## config.mk

```make
export PLATFORM = sky130hd
export DESIGN_NAME = tone_scheduler
export DESIGN_NICKNAME = d
export VERILOG_FILES = /design/src/rtl/tone_scheduler.sv
export SDC_FILE = /design/constraint.sdc
export NUM_CORES = 1
export LEC_CHECK = 0
export BUFFER_PORTS_ARGS = -buffer_cell sky130_fd_sc_hd__buf_2
export CORE_ASPECT_RATIO = 0.75
export CORE_UTILIZATION = 53
export CTS_CLUSTER_SIZE = 16
export DETAILED_ROUTE_END_ITERATION = 10
export PLACE_DENSITY = 0.77
export SYNTH_ARGS = -nofsm -noshare
export SYNTH_HDL_FRONTEND = slang
export SYNTH_SLANG_ARGS = --single-unit
```

## constraint.sdc

```tcl
create_clock -name clk -period 2.6 [get_ports clk]
set_clock_uncertainty 0.05 [all_clocks]
set_input_delay 0.52 -clock clk [delete_from_list [all_inputs] [get_ports clk]]
set_output_delay 0.52 -clock clk [all_outputs]
set_load 0.02 [all_outputs]
```

## src/rtl/tone_scheduler.sv

```systemverilog
// Tune-table sequencer: fetches 8-bit note entries, times them in ms and drives the tone stage.
// Define TONE_SCHED_LOOP_EN to make a last-flagged entry restart the table instead of ending playback.
module tone_scheduler #(
  parameter int ADDR_W = 5,
  parameter int GAP_MS = 8
) (
  input  logic              clk,
  input  logic              rst_n,
  input  logic [15:0]       ticks_per_milli,
  input  logic              start,
  input  logic              stop,
  output logic [ADDR_W-1:0] rom_addr,
  input  logic [7:0]        rom_data,
  output logic [3:0]        pitch,
  output logic              note_on,
  output logic              note_strobe,
  output logic              busy,
  output logic              done
);

  typedef enum logic [2:0] {
    S_IDLE,
    S_FETCH,
    S_LATCH,
    S_PLAY,
    S_GAP
  } state_t;

  localparam logic [11:0] GAP_LEN = 12'(GAP_MS);

  state_t      state;
  logic [15:0] presc;
  logic [11:0] ms_cnt;
  logic [2:0]  dur;
  logic        last;

  logic        ms_tick;
  logic        play_end;
  logic        gap_end;
  logic        entry_end;

  // A zero prescale would never tick, so it is clamped to one cycle per ms.
  function automatic logic [15:0] eff_ticks(input logic [15:0] t);
    return (t == 16'd0) ? 16'd1 : t;
  endfunction

  function automatic logic [11:0] play_len(input logic [2:0] d);
    return (12'd16 << d) - GAP_LEN;
  endfunction

  // >= rather than == so a live prescale decrease below the current count wraps at once.
  assign ms_tick   = (presc >= (eff_ticks(ticks_per_milli) - 16'd1));
  assign play_end  = (state == S_PLAY) && ms_tick && (ms_cnt == (play_len(dur) - 12'd1));
  assign gap_end   = (state == S_GAP) && ms_tick && (ms_cnt == (GAP_LEN - 12'd1));
  assign entry_end = gap_end || (play_end && (GAP_MS == 0));

  always_ff @(posedge clk or negedge rst_n) begin
    if (!rst_n) begin
      state       <= S_IDLE;
      rom_addr    <= '0;
      pitch       <= 4'd0;
      note_on     <= 1'b0;
      note_strobe <= 1'b0;
      busy        <= 1'b0;
      done        <= 1'b0;
      presc       <= 16'd0;
      ms_cnt      <= 12'd0;
      dur         <= 3'd0;
      last        <= 1'b0;
    end else begin
      note_strobe <= 1'b0;
      done        <= 1'b0;
      if ((state != S_IDLE) && stop) begin
        state   <= S_IDLE;
        pitch   <= 4'd0;
        note_on <= 1'b0;
        busy    <= 1'b0;
      end else if (entry_end) begin
        pitch   <= 4'd0;
        note_on <= 1'b0;
        if (last) begin
`ifdef TONE_SCHED_LOOP_EN
          rom_addr <= '0;
          state    <= S_FETCH;
`else
          state    <= S_IDLE;
          busy     <= 1'b0;
          done     <= 1'b1;
`endif
        end else begin
          rom_addr <= rom_addr + ADDR_W'(1);
          state    <= S_FETCH;
        end
      end else begin
        case (state)
          S_IDLE: begin
            if (start && !stop) begin
              state    <= S_FETCH;
              rom_addr <= '0;
              busy     <= 1'b1;
            end
          end
          S_FETCH: state <= S_LATCH;
          S_LATCH: begin
            dur         <= rom_data[3:1];
            last        <= rom_data[0];
            pitch       <= rom_data[7:4];
            note_on     <= |rom_data[7:4];
            note_strobe <= 1'b1;
            presc       <= 16'd0;
            ms_cnt      <= 12'd0;
            state       <= S_PLAY;
          end
          S_PLAY: begin
            if (ms_tick) begin
              presc <= 16'd0;
              if (play_end) begin
                state   <= S_GAP;
                ms_cnt  <= 12'd0;
                pitch   <= 4'd0;
                note_on <= 1'b0;
              end else begin
                ms_cnt <= ms_cnt + 12'd1;
              end
            end else begin
              presc <= presc + 16'd1;
            end
          end
          S_GAP: begin
            if (ms_tick) begin
              presc  <= 16'd0;
              ms_cnt <= ms_cnt + 12'd1;
            end else begin
              presc <= presc + 16'd1;
            end
          end
          default: state <= S_IDLE;
        endcase
      end
    end
  end

endmodule
```

==> metrics.yaml <==
timing:
  tns_ns: -69.19
  max_slew_margin_pct: 42.66
  period_minus_slack_ns: 4.214
  fin_ws_ns: -1.614
  fmax_mhz: 237.3
  slew_violations: 0
  worst_pin_slew_ns: 0.8569
  hold_viol: 0
  setup_violations: 48
  hold_ws_ns: 0.1894
  fin_crit_sh_pct: 162.1
  grt_setup_unrepaired: "true"
critical_path:
  r2r-end: "ms_cnt[3]"
  regToRegStartpoint: "presc[11]"
  cp.arrival_ns: 4.37
  crit_start: "ticks_per_milli[11]"
  rr_worst_depth: 9
  cp-start-kind: "input pin"
  reg2reg_slack_ns: -0.43
  cp_data_required_time_ns: 2.76
  path_class: "in2reg"
  cp-end-kind: "flop"
  crit_fanout: 4
yosys:
  syn-instance-count: 373
  synth-edff-count: 0
  synth_seq_cells: 48
  synth.net_count: 422
  syn_avg_cell_area_um2: 9.003
  ys_seq_area_share_pct: 35.77
  async_flop_share_pct: 100.0
  yosysWarnings: 0
  syn-cell-area_um2: 3358
  synth-main-ff-cell: "dfrtp_1"
  synth_cell_types: 60
run:
  maxCapViolCount: 0
place:
  place_congestion: 0.9384
  port_buffers: 40
  dp_hpwl_um: 6822
  place_area_um2: 4130
clock_tree:
  numCtsBuffers: 5
  clkTransAtPathRegs_ns: 0.11
  cts_hold_buffers: 0
  htreeDepth: 2
  cts_tree: "yes"
  insertion_delay_ns: 0.33
  cts-root-buf: "clkbuf_8"
  cts_buffer_depth: 2
  clock-sinks: 48
worst_hold_path:
  min_path_type: "in2async"
route:
  drt_iter0_markers: 450
  drc: 0
  ant_nets: 0
  vias: 4041
  viasPerCell: 7.028
  wl_um: 14170
  dr.pass1.iters: 6
  wl_per_cell_um: 24.64
die:
  die_w_um: 93.92
  initial_utilization_pct: 56.48
  fp.dieArea_um2: 6662
  placementRows: 24
  ios: 41
  core-area_um2: 5946
  die_y_um: 70.94
layout:
  drive_gt1_share_pct: 44.27
  n_antenna_cell: 0
  nets: 545
  area_delta_synth_final_pct: 49.29
  stdcell_area_um2: 5014
grt:
  antenna_found_initial: 0
  globalRouteTotalUtil_pct: 36.80
  grt_max_degree: 30
  gr-total-overflow: 0
  grt_first_pass_wirelength_um: 18530
  grt_pass1_vias: 3703
power_and_ir_drop:
  power_frac_clock_pct: 17.1
  ir_drop_mv: 0.4931
  power_mw: 3.466
  intPower_mw: 1.953
  swShare_pct: 43.65
  powerDensity_nw_per_um2: 691.2
  pwr-share-seq_pct: 29.0
  p_leak_nw: 2.246
  p_sw_mw: 1.513
  comb_power_share_pct: 53.9
status:
  violations: "negative setup slack"
  status: "finished, violations left"
## worst max path at each step
stage | end | cells after the start
after floorplan | ms_cnt[8] | 18
after global placement | ms_cnt[4] | 22
after detailed placement | dur[0] | 18
after CTS | dur[2] | 19
after global routing | ms_cnt[3] | 16
final | ms_cnt[3] | 22
## through the flow
stage | util, % | instances | setup WS (ns)
floorplan | - | 373 | -1.447
global placement | 69.47 | 537 | -1.667
detailed placement | 69.47 | 537 | -1.810
CTS | 78.47 | 564 | -1.288
global route | 84.32 | 575 | -1.617
finish | 84.32 | 575 | -1.614
## cells in the final DEF (no fill, tap or decap), types with 4 or more instances in the layout
cell / count
a21o_1: 6
a21oi_1: 4
a21oi_2: 4
a22o_1: 8
a32oi_1: 4
and2_1: 4
and3_1: 8
buf_2: 39
buf_4: 68
buf_6: 19
clkbuf_8: 5
dfrtp_1: 48
ha_1: 19
inv_1: 8
mux2_4: 4
nand2_1: 19
nand2_2: 6
nand2b_1: 6
nand3_1: 12
nand4_1: 14
nor2_1: 35
nor2_2: 5
nor3_1: 10
nor4_4: 8
o21ai_0: 6
o21ai_2: 8
or3_1: 4
xnor2_1: 21
xor2_1: 9
## worst max-delay path: stages
cell and delay [ns]:
buf_6 0.09, or4_4 0.55, nor4_4 0.19, a21oi_2 0.10, ha_2 0.21, nand2b_4 0.09, nor2_4 0.05, nand2_4 0.08
nor4_4 0.04, xnor2_1 0.15, ha_1 0.41, nand4_1 0.21, nor3_2 0.24, buf_4 0.17, o311ai_4 0.13, a31oi_4 0.23
buf_6 0.15, nor4b_4 0.04, buf_4 0.19, buf_4 0.13, and2_4 0.15, a22o_1 0.23
## routing by layer
metal	global-route usage, %	vias to the layer above	part of all wire, %
met5	0	-	0
met4	15.04	0	7.3
met3	8.925	143	12
met2	60.83	387	45
met1	46.30	1885	36
li1	-	1626	-
## Yosys cell counts (2+ instances only)
| cell | number | share of area [%] |
|---|---|---|
| dfrtp_1 | 48 | 36 |
| nor2_1 | 43 | 4.8 |
| nand2_1 | 27 | 3.0 |
| xnor2_1 | 22 | 5.7 |
| ha_1 | 21 | 7.8 |
| nand3_1 | 14 | 2.1 |
| nand4_1 | 14 | 2.6 |
| o21ai_0 | 13 | 1.9 |
| clkbuf_1 | 11 | 1.2 |
| nor3_1 | 11 | 1.6 |
| nor4_1 | 10 | 1.9 |
| xor2_1 | 9 | 2.3 |
| a21oi_1 | 8 | 1.2 |
| a22o_1 | 8 | 2.1 |
| and3_1 | 8 | 1.5 |
| inv_1 | 8 | 0.89 |
| nand2b_1 | 8 | 1.5 |
| a211oi_1 | 6 | 1.3 |
| a21o_1 | 6 | 1.3 |
| o21ai_1 | 6 | 0.89 |
| or3_1 | 6 | 1.1 |
| and2_1 | 5 | 0.93 |
| a32oi_1 | 4 | 1.0 |
| mux2_2 | 4 | 1.3 |
| nor2b_1 | 4 | 0.75 |
| o31ai_1 | 4 | 0.89 |
| buf_2 | 3 | 0.45 |
| or4_1 | 3 | 0.67 |
| a31oi_1 | 2 | 0.37 |
| and3b_1 | 2 | 0.52 |
| and4_1 | 2 | 0.52 |
| nor3_2 | 2 | 0.60 |
| nor3b_1 | 2 | 0.45 |
| o211ai_1 | 2 | 0.45 |
| o22ai_1 | 2 | 0.37 |
## cell families after synthesis
group	Yosys count	share of synthesized area (%)
buffers and inverters	24	3.018
AO/OA/AOI/OAI	75	16.80
AND/OR/NAND/NOR	170	27.16
XOR/XNOR	31	8.085
adder cells (fa/ha/maj)	21	7.824
flip-flops	48	35.77
multiplexers	4	1.341
## power by group through the flow
stage / clock network [mW] / logic (mW) / registers [mW]
final: 0.592 / 1.87 / 1.01
after global routing: 0.610 / 1.96 / 1.02
after CTS: 0.575 / 1.62 / 0.978
after detailed placement: 0 / 1.36 / 0.986
after global placement: 0 / 1.30 / 0.981
after floorplan: 0 / 0.875 / 1.00
## sequential cells by signal (all words and copies together) (netlist names)
| register | count |
|---|---|
| pitch | 4 |
| rom_addr | 5 |
| last | 1 |
| presc | 16 |
| ms_cnt | 12 |
| note_on | 1 |
| state | 3 |
| dur | 3 |
| busy | 1 |
| note_strobe | 1 |
| done | 1 |
## area by class of cell
type                            instances  area, µm²
Multi-Input combinational cell        302       2545
Sequential cell                        48       1201
Timing Repair Buffer                  131       1025
Fill cell                             294      932.1
Tap cell                               78      97.59
Clock buffer                            5      68.82
Clock inverter                          3      46.29
Inverter                                8      30.03
## timing repair
item                       in CTS  in global routing
gates cloned                    1                  3
setup endpoints to repair      48                 48
setup buffers                  20                 12
gates resized for setup        60                 51
pin swaps                      21                 34
(Power assumes the default switching activity.)
